--- src/rtl/ddr_arbit_pkg.sv ---
// ddr_arbit_pkg
//   Shared definitions for the DDR command arbiter.
//   - arb_state_t : one-hot FSM state encoding (IDLE, ARBIT, GRANT, WAIT_END)
//   - req_index   : (channel, direction) -> flat requestor index
//   - index_is_wr : flat requestor index -> 1 for a write requestor
//   - index_to_ch : flat requestor index -> channel number
//   Requestor numbering: 0..NCH-1 are the write channels,
//   NCH..2*NCH-1 are the read channels (channel = index - NCH).
package ddr_arbit_pkg;

    typedef enum logic [3:0] {
        ST_IDLE     = 4'b0001,
        ST_ARBIT    = 4'b0010,
        ST_GRANT    = 4'b0100,
        ST_WAIT_END = 4'b1000
    } arb_state_t;

    function automatic int req_index(input int ch, input logic is_wr, input int nch);
        return is_wr ? ch : nch + ch;
    endfunction

    function automatic logic index_is_wr(input int idx, input int nch);
        return idx < nch;
    endfunction

    function automatic int index_to_ch(input int idx, input int nch);
        return (idx < nch) ? idx : idx - nch;
    endfunction

endpackage

--- src/rtl/ddr_arbit_rr_pick.sv ---
// rr_pick
//   Combinational round-robin search over an N-bit request vector.
//   The search starts one position after the last granted index and
//   wraps around, so the most recently served requestor is tried last.
//   Ports:
//     req   in  N   request vector
//     last  in  IW  index granted most recently
//     found out 1   at least one request is set
//     idx   out IW  winning index (0 when found is low)
module rr_pick #(
    parameter int  N  = 4,
    localparam int IW = (N > 1) ? $clog2(N) : 1
) (
    input  logic [N-1:0]  req,
    input  logic [IW-1:0] last,
    output logic          found,
    output logic [IW-1:0] idx
);

    logic [IW-1:0] probe;

    always_comb begin
        found = 1'b0;
        idx   = '0;
        probe = '0;
        for (int k = 1; k <= N; k++) begin
            probe = IW'((int'(last) + k) % N);
            if (!found && req[probe]) begin
                found = 1'b1;
                idx   = probe;
            end
        end
    end

endmodule

--- src/rtl/ddr_arbit_rr.sv ---
// ddr_arbit_rr
//   Round-robin arbiter granting one DDR command at a time among NCH
//   channels, each with a write and a read requestor.
//   Optional feature: define ARBIT_WR_PRIO_EN so that any pending write
//   beats all reads (round-robin kept separately inside each group).
//   Without it a single round-robin runs over all 2*NCH requestors.
//
//   Handshake: wr_req/rd_req may be levels or single-cycle pulses; any
//   high cycle latches a pending flag that is only consumed when the
//   requestor is granted. A grant is announced by a one-cycle one-hot
//   wr_cmd_start/rd_cmd_start pulse; the transfer is finished by the end
//   input of the granted direction, which counts only while waiting
//   (never in the grant cycle itself). A watchdog (TO_CYC cycles, 0 = off)
//   abandons a transfer whose end never comes and pulses timeout_err.
//
//   Ports:
//     sclk          in   1     clock
//     rst_n         in   1     asynchronous active-low reset
//     wr_req        in   NCH   per-channel write request
//     rd_req        in   NCH   per-channel read request
//     wr_end        in   1     write command finished
//     rd_end        in   1     read command finished
//     wr_cmd_start  out  NCH   one-cycle write start, one-hot
//     rd_cmd_start  out  NCH   one-cycle read start, one-hot
//     gnt_ch        out  CH_W  granted channel
//     gnt_wr        out  1     granted direction, 1 = write
//     busy          out  1     high in GRANT or WAIT_END
//     timeout_err   out  1     one-cycle watchdog expiry pulse
module ddr_arbit_rr
    import ddr_arbit_pkg::*;
#(
    parameter int  NCH    = 2,
    parameter int  TO_CYC = 1024,
    localparam int CH_W   = (NCH > 1) ? $clog2(NCH) : 1
) (
    input  logic            sclk,
    input  logic            rst_n,
    input  logic [NCH-1:0]  wr_req,
    input  logic [NCH-1:0]  rd_req,
    input  logic            wr_end,
    input  logic            rd_end,
    output logic [NCH-1:0]  wr_cmd_start,
    output logic [NCH-1:0]  rd_cmd_start,
    output logic [CH_W-1:0] gnt_ch,
    output logic            gnt_wr,
    output logic            busy,
    output logic            timeout_err
);

    localparam int NREQ  = 2 * NCH;
    localparam int IDX_W = $clog2(NREQ);
    localparam int WD_W  = (TO_CYC > 1) ? $clog2(TO_CYC) : 1;

    arb_state_t       state;
    arb_state_t       state_d;
    logic [NREQ-1:0]  pend;
    logic [NREQ-1:0]  req_vec;
    logic [NREQ-1:0]  clr_vec;
    logic             win_found;
    logic [IDX_W-1:0] win_idx;
    logic [CH_W-1:0]  win_ch;
    logic             win_wr;
    logic             grant_entry;
    logic             end_sel;
    logic             wd_hit;
    logic             timeout_d;
    logic [WD_W-1:0]  wd_cnt;

    // ---------------------------------------------------------------
    // Winner selection
    // ---------------------------------------------------------------
`ifdef ARBIT_WR_PRIO_EN
    logic [CH_W-1:0] last_wr;
    logic [CH_W-1:0] last_rd;
    logic [CH_W-1:0] wr_idx;
    logic [CH_W-1:0] rd_idx;
    logic            wr_found;
    logic            rd_found;

    rr_pick #(.N(NCH)) u_pick_wr (
        .req   (pend[NCH-1:0]),
        .last  (last_wr),
        .found (wr_found),
        .idx   (wr_idx)
    );

    rr_pick #(.N(NCH)) u_pick_rd (
        .req   (pend[NREQ-1:NCH]),
        .last  (last_rd),
        .found (rd_found),
        .idx   (rd_idx)
    );

    always_comb begin
        win_found = wr_found | rd_found;
        win_wr    = wr_found;
        win_ch    = wr_found ? wr_idx : rd_idx;
        win_idx   = IDX_W'(req_index(int'(win_ch), win_wr, NCH));
    end

    // Each group remembers its own last winner; both start so that
    // channel 0 is tried first.
    always_ff @(posedge sclk or negedge rst_n) begin
        if (!rst_n) begin
            last_wr <= CH_W'(NCH - 1);
            last_rd <= CH_W'(NCH - 1);
        end else if (grant_entry) begin
            if (win_wr) last_wr <= win_ch;
            else        last_rd <= win_ch;
        end
    end
`else
    logic [IDX_W-1:0] last_grant;

    rr_pick #(.N(NREQ)) u_pick (
        .req   (pend),
        .last  (last_grant),
        .found (win_found),
        .idx   (win_idx)
    );

    always_comb begin
        win_wr = index_is_wr(int'(win_idx), NCH);
        win_ch = CH_W'(index_to_ch(int'(win_idx), NCH));
    end

    // Starting at 2*NCH-1 makes requestor 0 the first one searched.
    always_ff @(posedge sclk or negedge rst_n) begin
        if (!rst_n)           last_grant <= IDX_W'(NREQ - 1);
        else if (grant_entry) last_grant <= win_idx;
    end
`endif

    // ---------------------------------------------------------------
    // Pending flags: a grant consumes the flag even if the requestor is
    // still asserting in that cycle; a later request re-arms it.
    // ---------------------------------------------------------------
    assign req_vec     = {rd_req, wr_req};
    assign grant_entry = (state == ST_ARBIT) && win_found;

    always_comb begin
        clr_vec = '0;
        if (grant_entry) clr_vec = NREQ'(1) << win_idx;
    end

    always_ff @(posedge sclk or negedge rst_n) begin
        if (!rst_n) pend <= '0;
        else        pend <= (pend | req_vec) & ~clr_vec;
    end

    // ---------------------------------------------------------------
    // FSM
    // ---------------------------------------------------------------
    assign end_sel = gnt_wr ? wr_end : rd_end;
    assign wd_hit  = (TO_CYC != 0) && (wd_cnt == WD_W'(TO_CYC - 1));

    always_ff @(posedge sclk or negedge rst_n) begin
        if (!rst_n) state <= ST_IDLE;
        else        state <= state_d;
    end

    always_comb begin
        state_d   = state;
        timeout_d = 1'b0;
        case (state)
            ST_IDLE:     state_d = ST_ARBIT;
            ST_ARBIT:    if (win_found) state_d = ST_GRANT;
            ST_GRANT:    state_d = ST_WAIT_END;
            ST_WAIT_END: begin
                if (end_sel) begin
                    state_d = ST_ARBIT;
                end else if (wd_hit) begin
                    state_d   = ST_ARBIT;
                    timeout_d = 1'b1;
                end
            end
            default:     state_d = ST_IDLE;
        endcase
    end

    // Watchdog: zero on the first WAIT_END cycle, +1 per waiting cycle.
    always_ff @(posedge sclk or negedge rst_n) begin
        if (!rst_n) begin
            wd_cnt <= '0;
        end else if (state == ST_GRANT) begin
            wd_cnt <= '0;
        end else if ((TO_CYC != 0) && (state == ST_WAIT_END)) begin
            wd_cnt <= wd_cnt + 1'b1;
        end
    end

    // ---------------------------------------------------------------
    // Outputs
    // ---------------------------------------------------------------
    assign busy = (state == ST_GRANT) || (state == ST_WAIT_END);

    always_ff @(posedge sclk or negedge rst_n) begin
        if (!rst_n) begin
            gnt_ch       <= '0;
            gnt_wr       <= 1'b0;
            wr_cmd_start <= '0;
            rd_cmd_start <= '0;
            timeout_err  <= 1'b0;
        end else begin
            if (grant_entry) begin
                gnt_ch <= win_ch;
                gnt_wr <= win_wr;
            end
            // Start is registered off GRANT, so it lands on the first
            // WAIT_END cycle and can never overlap a second grant.
            wr_cmd_start <= '0;
            rd_cmd_start <= '0;
            if (state == ST_GRANT) begin
                if (gnt_wr) wr_cmd_start <= NCH'(1) << gnt_ch;
                else        rd_cmd_start <= NCH'(1) << gnt_ch;
            end
            timeout_err <= timeout_d;
        end
    end

endmodule

--- config.mk ---
export PLATFORM = sky130hd
export DESIGN_NAME = ddr_arbit_rr
export DESIGN_NICKNAME = d
export VERILOG_FILES = /design/src/rtl/ddr_arbit_pkg.sv /design/src/rtl/ddr_arbit_rr_pick.sv /design/src/rtl/ddr_arbit_rr.sv
export SDC_FILE = /design/constraint.sdc
export NUM_CORES = 1
export LEC_CHECK = 0
export CELL_PAD_IN_SITES_DETAIL_PLACEMENT = 2
export CELL_PAD_IN_SITES_GLOBAL_PLACEMENT = 2
export CORE_MARGIN = 1
export CORE_UTILIZATION = 25
export CTS_CLUSTER_DIAMETER = 120
export DETAILED_ROUTE_END_ITERATION = 12
export PLACE_DENSITY = 0.57
export REMOVE_ABC_BUFFERS = 1
export SETUP_SLACK_MARGIN = 0.4
export SLEW_MARGIN = 20
export SYNTH_ARGS = -nofsm -noshare
export SYNTH_HDL_FRONTEND = slang
export SYNTH_SLANG_ARGS = --single-unit
export TNS_END_PERCENT = 1
--- constraint.sdc ---
create_clock -name sclk -period 3.8 [get_ports sclk]
set_input_delay 0.57 -clock sclk [delete_from_list [all_inputs] [get_ports sclk]]
set_output_delay 0.57 -clock sclk [all_outputs]
set_load 0.02 [all_outputs]
==> impl_metrics.yaml, run 1 <==
status:
  status: "completed"
yosys:
  ys_types: 37
  synth_area_per_cell_um2: 10.2
  synth_edf_count: 0
  synthFlopType: "dfrtp_1"
  syn_inst: 125
  async_flop_share_pct: 100
  yosys_warnings: 0
  synthesis.area_mm2: 0.00128
  ys_ff_latch: 27
  ys_seq_area_share_pct: 53.2
cts:
  cts_post_setup_buffers_inserted: 0
  clock-sinks: 27
  root_buffer: "clkbuf_8"
  path_clk_slew_ns: 0.09
  cts_tree: "done"
  clockBufferDepth: 2
  clk_latency_ns: 0.28
  h-tree-depth: 1
  numCtsBuffers: 3
  hold_buffers: 0
  postCtsResizedCells: 0
sta:
  setup_viol: 0
  worst_pin_slew_ns: 0.824
  finalSetupTns_ns: 0
  period_needed_ns: 3.03
  finalClockSkew_ns: 0.00209
  fin_crit_sh_pct: 79.6
  fmax_mhz: 330
  max_slew_margin_pct: 44.7
  finalMaxSlewViolations: 0
  rsz0062_at_grt: "no"
  finalHoldViolCount: 0
grt:
  grt-ovfl-total: 0
  antenna_found_initial: 0
  grt_pass1_vias: 1108
  grt_first_pass_wirelength_um: 5340
  track_usage_pct: 13.5
  grt_max_degree: 28
worst_setup_path:
  timing.rr.end: "pend[3]"
  path_cells: "or4b_1 -> and2_0 -> inv_1 -> clkdlybuf4s50_1"
  critPathRequiredTime_ns: 3.23
  critPathMaxFanout: 10
  rr_worst_depth: 4
  path_class: "register to primary output"
  r2r_slack_ns: 1.74
  rr_startpoint: "state[3]"
  cpPeakStageDelay_ns: 0.72
  crit_arrival_ns: 2.46
  cpLargestDelayFamily: "simple AND/OR/NAND/NOR gates"
  end_kind: "primary output"
  start_kind: "register"
  cp_slowest_cell: "or4b_1"
  crit_buf_inv: 2
min_path:
  hold_end: "wd_cnt[9]"
  hold_depth: 1
  hold_class: "register to register"
  hold_start: "wd_cnt[9]"
drt:
  drc: 0
  initialDrtViolationCount: 20
  via_per_inst: 4.87
  wl_per_cell_um: 15.2
  dr.pass1.iters: 4
  antenna_left: 0
  vias: 1012
  wl_um: 3160
floorplanning:
  die_h_um: 73.5
  start_util_pct: 26.5
  core-area_mm2: 0.00482
  die_area_mm2: 0.00540
  die_x_um: 73.5
  rows: 25
  io_pins: 16
cells_and_area:
  layoutNonFillerInstCount: 208
  area_growth_pct: 20.7
  drive_gt1_share_pct: 8.51
  diodes: 0
  fin_nets: 151
  fin_area_mm2: 0.00154
place:
  gp_congestion: 0.699
  portBuffers: 15
  dp_cells: 204
  dpl_cell_area_mm2: 0.00150
  detailed_place_hpwl_um: 2380
power_and_ir_drop:
  irDropWorstVdd_mv: 0.274
  power_density_mw_per_mm2: 619
  p_leak_uw: 0.000664
flow_run:
  max_cap_violations: 0
-- how the worst max path moves through the flow --
| stage | from | endpoint | slack, ns | cells past startpoint |
|---|---|---|---|---|
| after floorplan | state[1] | busy | 1.73 | 3 |
| after global placement | state[1] | busy | 1.09 | 4 |
| after detailed placement | state[1] | busy | 1.05 | 4 |
| after CTS | state[1] | busy | 0.72 | 4 |
| after global routing | state[1] | busy | 0.62 | 4 |
| final | state[1] | busy | 0.77 | 4 |
-- registers in the layout, summed over array words and instances, names as in the netlist --
signal,count
timeout_err,1
wr_cmd_start,2
last_grant,2
wd_cnt,10
gnt_wr,1
gnt_ch,1
pend,4
state,4
rd_cmd_start,2
-- power breakdown --
part	switching, uW	internal (uW)	leakage, uW
Sequential	98.9	368	0.000338
Clock	91.1	75.4	0.0000228
Combinational	172	150	0.000303
Total	361	593	0.000664
-- synth_stat cells, types with 2 or more instances --
cell,number,area share [%]
o21ai_0,6,2.4
a31oi_1,2,0.98
nor3_1,5,2.0
inv_1,4,1.2
dfstp_2,3,6.2
o31ai_1,2,1.2
buf_2,3,1.2
mux2i_1,6,4.7
o21a_1,2,1.2
and3_1,3,1.5
a21oi_1,6,2.4
xnor2_1,2,1.4
o21ai_1,3,1.2
dfrtp_1,24,47
nor2_1,11,3.2
nand3_1,4,1.6
or4b_1,2,1.6
o22a_1,4,2.7
nand2_1,15,4.4
-- cells in the final DEF (no fill, tap or decap), drive strengths merged, types with 6 or more instances in the layout --
cell / n
nand2: 15
nor2: 11
o21ai: 9
a21oi: 6
clkdlybuf4s50: 15
mux2i: 6
nor3: 6
dfrtp: 24
-- cells by family (layout without fill, tap and decap cells) --
| kind of cell | Yosys count | count (layout) | synth area share (%) |
|---|---|---|---|
| AOI/OAI and AO/OA | 29 | 29 | 14.5 |
| xor gates and xnor gates | 3 | 3 | 2.06 |
| adders and majority gates | 1 | 1 | 0.979 |
| buffers and inverters | 9 | 25 | 3.52 |
| DFF | 27 | 27 | 53.2 |
| muxes | 6 | 6 | 4.70 |
| and+or+nand+nor | 50 | 50 | 21.1 |
-- cell type report --
type | instances | area [um^2]
Fill cell | 552 | 3280
Sequential cell | 27 | 679
Multi-Input combinational cell | 89 | 553
Timing Repair Buffer | 17 | 165
Tap cell | 67 | 83.8
Clock buffer | 4 | 45.0
Inverter | 4 | 15.0
-- through the flow --
stage	total power (uW)	utilization, %	hold slack, ns	setup slack [ns]
floorplan	666	-	0.274	1.73
global placement	779	31.1	0.476	1.09
detailed placement	803	31.1	0.478	1.05
CTS	980	32.0	0.490	0.719
global route	1030	32.0	0.519	0.621
finish	955	32.0	0.482	0.774
-- metal layers --
| metal | track usage, % | share of wire (%) |
|---|---|---|
| met4 | 7.69 | 2.3 |
| met1 | 16.9 | 47 |
| met5 | 0 | 0 |
| met2 | 21.7 | 48 |
| met3 | 2.74 | 2.7 |
Note: power is estimated with default switching activity, not from simulation.
==> run 2: changes to the inputs <==
clock period = 3.13 ns   (was 3.8 ns; I/O delays follow)
==> impl_metrics.yaml, run 2 (synthesis results as in run 1) <==
drt:
  drc: 0
  via_per_inst: 4.76
  wl_um: 3210
  wl_per_cell_um: 15.4
  dr.pass1.iters: 4
  initialDrtViolationCount: 24
  antenna_left: 0
  vias: 991
sta:
  rsz0062_at_grt: "no"
  period_needed_ns: 2.50
  finalClockSkew_ns: 0.00512
  fmax_mhz: 401
  setup_viol: 0
  finalSetupTns_ns: 0
  setup_slack_ns: 0.635
  worst_pin_slew_ns: 0.799
  whs_ns: 0.483
  finalHoldViolCount: 0
  max_slew_margin_pct: 46.4
  fin_crit_sh_pct: 79.7
  finalMaxSlewViolations: 0
grt:
  grt_max_degree: 28
  grt_pass1_vias: 1136
  grt-ovfl-total: 0
  grt_first_pass_wirelength_um: 5640
  antenna_found_initial: 0
  track_usage_pct: 13.8
cts:
  cts_post_setup_buffers_inserted: 0
  clock-sinks: 27
  numCtsBuffers: 3
  h-tree-depth: 1
  path_clk_slew_ns: 0.09
  clockBufferDepth: 2
  clk_latency_ns: 0.27
  root_buffer: "clkbuf_8"
  hold_buffers: 0
  cts_tree: "done"
worst_setup_path:
  end_kind: "primary output"
  critPathRequiredTime_ns: 2.66
  crit_arrival_ns: 2.03
  r2r_slack_ns: 1.03
  path_class: "register to primary output"
  rr_worst_depth: 4
  timing.rr.end: "pend[3]"
  start_kind: "register"
  critPathMaxFanout: 10
  rr_startpoint: "state[3]"
cells_and_area:
  top_register: "wd_cnt"
  final_common_cell: "dfrtp_1"
  drive_gt1_share_pct: 9.93
  fin_area_mm2: 0.00155
  diodes: 0
  largest_reg_flops: 10
  fin_nets: 151
  fillCellCount: 549
  mostFrequentLayoutCells: "dfrtp_1, nand2_1, clkdlybuf4s50_1"
  reg.largest.list: "wd_cnt (10), pend (4), state (4)"
  area_growth_pct: 21.2
flow_run:
  max_cap_violations: 0
floorplanning:
  core-area_mm2: 0.00482
  die_x_um: 73.5
  die_area_mm2: 0.00540
  die_h_um: 73.5
  io_pins: 16
  rows: 25
  start_util_pct: 26.5
power_and_ir_drop:
  p_leak_uw: 0.000672
  irDropWorstVdd_mv: 0.322
  p_total_uw: 1170
  power_density_mw_per_mm2: 756
place:
  portBuffers: 15
  gp_congestion: 0.697
  detailed_place_hpwl_um: 2410
  dpl_cell_area_mm2: 0.00150
  pre_cts_ws_ns: 0.446
min_path:
  hold_end: "wd_cnt[9]"
  hold_class: "register to register"
  hold_start: "wd_cnt[9]"
  hold_depth: 1
status:
  status: "completed"
run 2: cell types whose count changed in the layout (fill, tap and decap cells not counted):
cell             change
or4b_1               -2
dlygate4sd2_1        +1
and2_0               -1
clkdlybuf4s50_1      -1
and2_1               +1
or4b_4               +2
run 2: critical path, cell delays in order, from the launching register on:
cell and delay, ns:
dfrtp_1 0.45, or4b_4 0.64, and2_1 0.25, inv_1 0.08, dlygate4sd2_1 0.32
run 2: repair_timing:
action	CTS	global route
endpoints found under the hold margin	0	0
endpoints found under the setup margin	1	0
resized for setup	4	0
run 2: power breakdown:
part           internal, uW  switching [uW]
Clock                  91.3             109
Sequential              447             128
Combinational           183             211
Total                   722             448
run 2: final cells by class:
cell class | instances | area [um^2] | share of cell area [%]
Inverter | 4 | 15.0 | 0.970
Clock buffer | 4 | 45.0 | 2.91
Multi-Input combinational cell | 89 | 561 | 36.2
Timing Repair Buffer | 17 | 164 | 10.6
Sequential cell | 27 | 679 | 43.9
Tap cell | 67 | 83.8 | 5.42
run 2: worst max-delay path by stage:
stage	startpoint	end	slack, ns	depth (start not counted)
3_5_place_dp	state[1]	busy	0.45	4
5_1_grt	state[2]	busy	0.51	4
6_report	state[1]	busy	0.63	4
2_1_floorplan	state[1]	busy	1.16	3
3_3_place_gp	state[1]	busy	0.52	4
4_1_cts	state[1]	busy	0.61	4
run 2: metal layers:
| metal | wire length [um] | GRT usage [%] | vias up |
|---|---|---|---|
| met5 | 0 | 0 | - |
| li1 | - | - | 471 |
| met2 | 1570 | 22.7 | 12 |
| met3 | 85 | 3.02 | 2 |
| met4 | 23 | 4.49 | 0 |
| met1 | 1530 | 18.1 | 506 |
run 2: stage by stage:
| stage | cells | utilization [%] |
|---|---|---|
| after floorplan | 120 | - |
| after global placement | 204 | 31.1 |
| after detailed placement | 204 | 31.1 |
| after CTS | 208 | 32.1 |
| after global routing | 208 | 32.1 |
| final | 208 | 32.1 |
==> run 3: changes to the inputs <==
PLACE_DENSITY = 0.59   (was 0.57)
clock period = 2.1 ns   (was 3.13 ns; I/O delays follow)
==> impl_metrics.yaml, run 3 (synthesis results as in run 1) <==
status:
  status: "completed"
power_and_ir_drop:
  power_density_mw_per_mm2: 1150
  irDropWorstVdd_mv: 0.476
  power.share.switching_pct: 37.2
  switchingPower_uw: 703
  p_leak_uw: 0.000729
  intPower_uw: 1190
  pwr-share-comb_pct: 40.6
  p_seq_share_pct: 43.3
  p_total_uw: 1890
  clkPwrFrac_pct: 16.1
cts:
  path_clk_slew_ns: 0.10
  cts_tree: "done"
  root_buffer: "clkbuf_8"
  clk_latency_ns: 0.28
  numCtsBuffers: 3
  h-tree-depth: 1
  clockBufferDepth: 2
  clock-sinks: 27
  hold_buffers: 0
sta:
  finalHoldViolCount: 0
  worst_pin_slew_ns: 0.438
  setup_viol: 0
  period_needed_ns: 1.89
  fin_crit_sh_pct: 90.2
  finalClockSkew_ns: 0.00405
  rsz0062_at_grt: "yes"
  max_slew_margin_pct: 70.6
  setup_slack_ns: 0.206
  finalMaxSlewViolations: 0
  fmax_mhz: 528
cells_and_area:
  fin_nets: 162
  largest_reg_flops: 10
  fillCellCount: 562
  layoutNonFillerInstCount: 219
  diodes: 0
  mostFrequentLayoutCells: "dfrtp_1, nand2_1, clkdlybuf4s50_1"
  final_common_cell: "dfrtp_1"
  area_growth_pct: 28.6
  fin_util_pct: 34.1
  drive_gt1_share_pct: 19.1
  top_register: "wd_cnt"
  reg.largest.list: "wd_cnt (10), pend (4), state (4)"
place:
  portBuffers: 15
  detailed_place_hpwl_um: 2490
  dp_cells: 213
  pre_cts_ws_ns: -0.0258
  gp_congestion: 0.693
drt:
  wl_um: 3320
  drc: 0
  via_per_inst: 4.72
  wl_per_cell_um: 15.2
  vias: 1034
  dr.pass1.iters: 4
  initialDrtViolationCount: 41
  antenna_left: 0
floorplanning:
  rows: 25
  die_area_mm2: 0.00540
  io_pins: 16
  start_util_pct: 26.5
  core-area_mm2: 0.00482
  die_h_um: 73.5
  die_x_um: 73.5
worst_setup_path:
  critPathRequiredTime_ns: 1.78
  crit_arrival_ns: 1.58
  crit_buf_inv: 2
  cp_slowest_cell: "or4b_4"
  start_kind: "register"
  path_cells: "or4b_4 -> and2_4 -> inv_2 -> buf_6"
  end_kind: "primary output"
  cpLargestDelayFamily: "simple AND/OR/NAND/NOR gates"
  path_class: "register to primary output"
  cpPeakStageDelay_ns: 0.54
  critPathMaxFanout: 3
min_path:
  hold_class: "input pin to async pin"
grt:
  grt_max_degree: 28
  grt_pass1_vias: 1113
  grt-ovfl-total: 0
  antenna_found_initial: 0
  track_usage_pct: 14.1
  grt_first_pass_wirelength_um: 5680
flow_run:
  max_cap_violations: 0
==> run 3: metal layers <==
layer	vias to the layer above	track usage, %	wire length (um)
met4	0	4.49	40
met5	-	0	0
li1	493	-	-
met1	522	18.5	1530
met2	15	23.2	1640
met3	4	3.02	107
==> run 3: worst paths after layout <==
path                                      end  slack [ns]  cells past startpoint  startpoint
worst max-delay path                     busy        0.21                      4    state[1]
worst min-delay path                  pend[0]        0.40                      2       rst_n
worst min register to register      wd_cnt[9]        0.48                      1   wd_cnt[9]
worst max register to register         gnt_ch        0.27                      6    state[3]
min in group sclk                   wd_cnt[9]        0.48                      1   wd_cnt[9]
max in group asynchronous       last_grant[0]        1.38                      2       rst_n
==> run 3: final cells by class <==
type	instances	area [um^2]	share of cell area [%]
Sequential cell	27	679	41.4
Multi-Input combinational cell	89	569	34.7
Timing Repair Buffer	28	249	15.2
Tap cell	67	83.8	5.10
Clock buffer	3	41.3	2.51
Inverter	4	15.0	0.914
Clock inverter	1	5.00	0.305
==> run 3: timing repair <==
| action | CTS | global route |
|---|---|---|
| pin swaps | 2 | 1 |
| gates resized for setup | 12 | 0 |
| setup buffers | 0 | 2 |
| hold endpoints to repair | 0 | 0 |
| setup endpoints to repair | 12 | 15 |
==> run 3: stage by stage <==
| stage | instance area (um^2) | TNS (ns) | hold slack, ns |
|---|---|---|---|
| 3_3_place_gp | 1560 | 0 | 0.473 |
| 5_1_grt | 1640 | 0 | 0.424 |
| 3_5_place_dp | 1560 | -0.0258 | 0.480 |
| 2_1_floorplan | 1250 | 0 | 0.0194 |
| 4_1_cts | 1630 | 0 | 0.425 |
| 6_report | 1640 | 0 | 0.404 |
==> run 3: power groups by stage <==
| stage | sequential, uW | clock, uW | combinational, uW |
|---|---|---|---|
| 2_1_floorplan | 830 | 0 | 375 |
| 3_3_place_gp | 804 | 0 | 697 |
| 3_5_place_dp | 824 | 0 | 737 |
| 4_1_cts | 818 | 320 | 765 |
| 5_1_grt | 846 | 343 | 860 |
| 6_report | 818 | 304 | 767 |
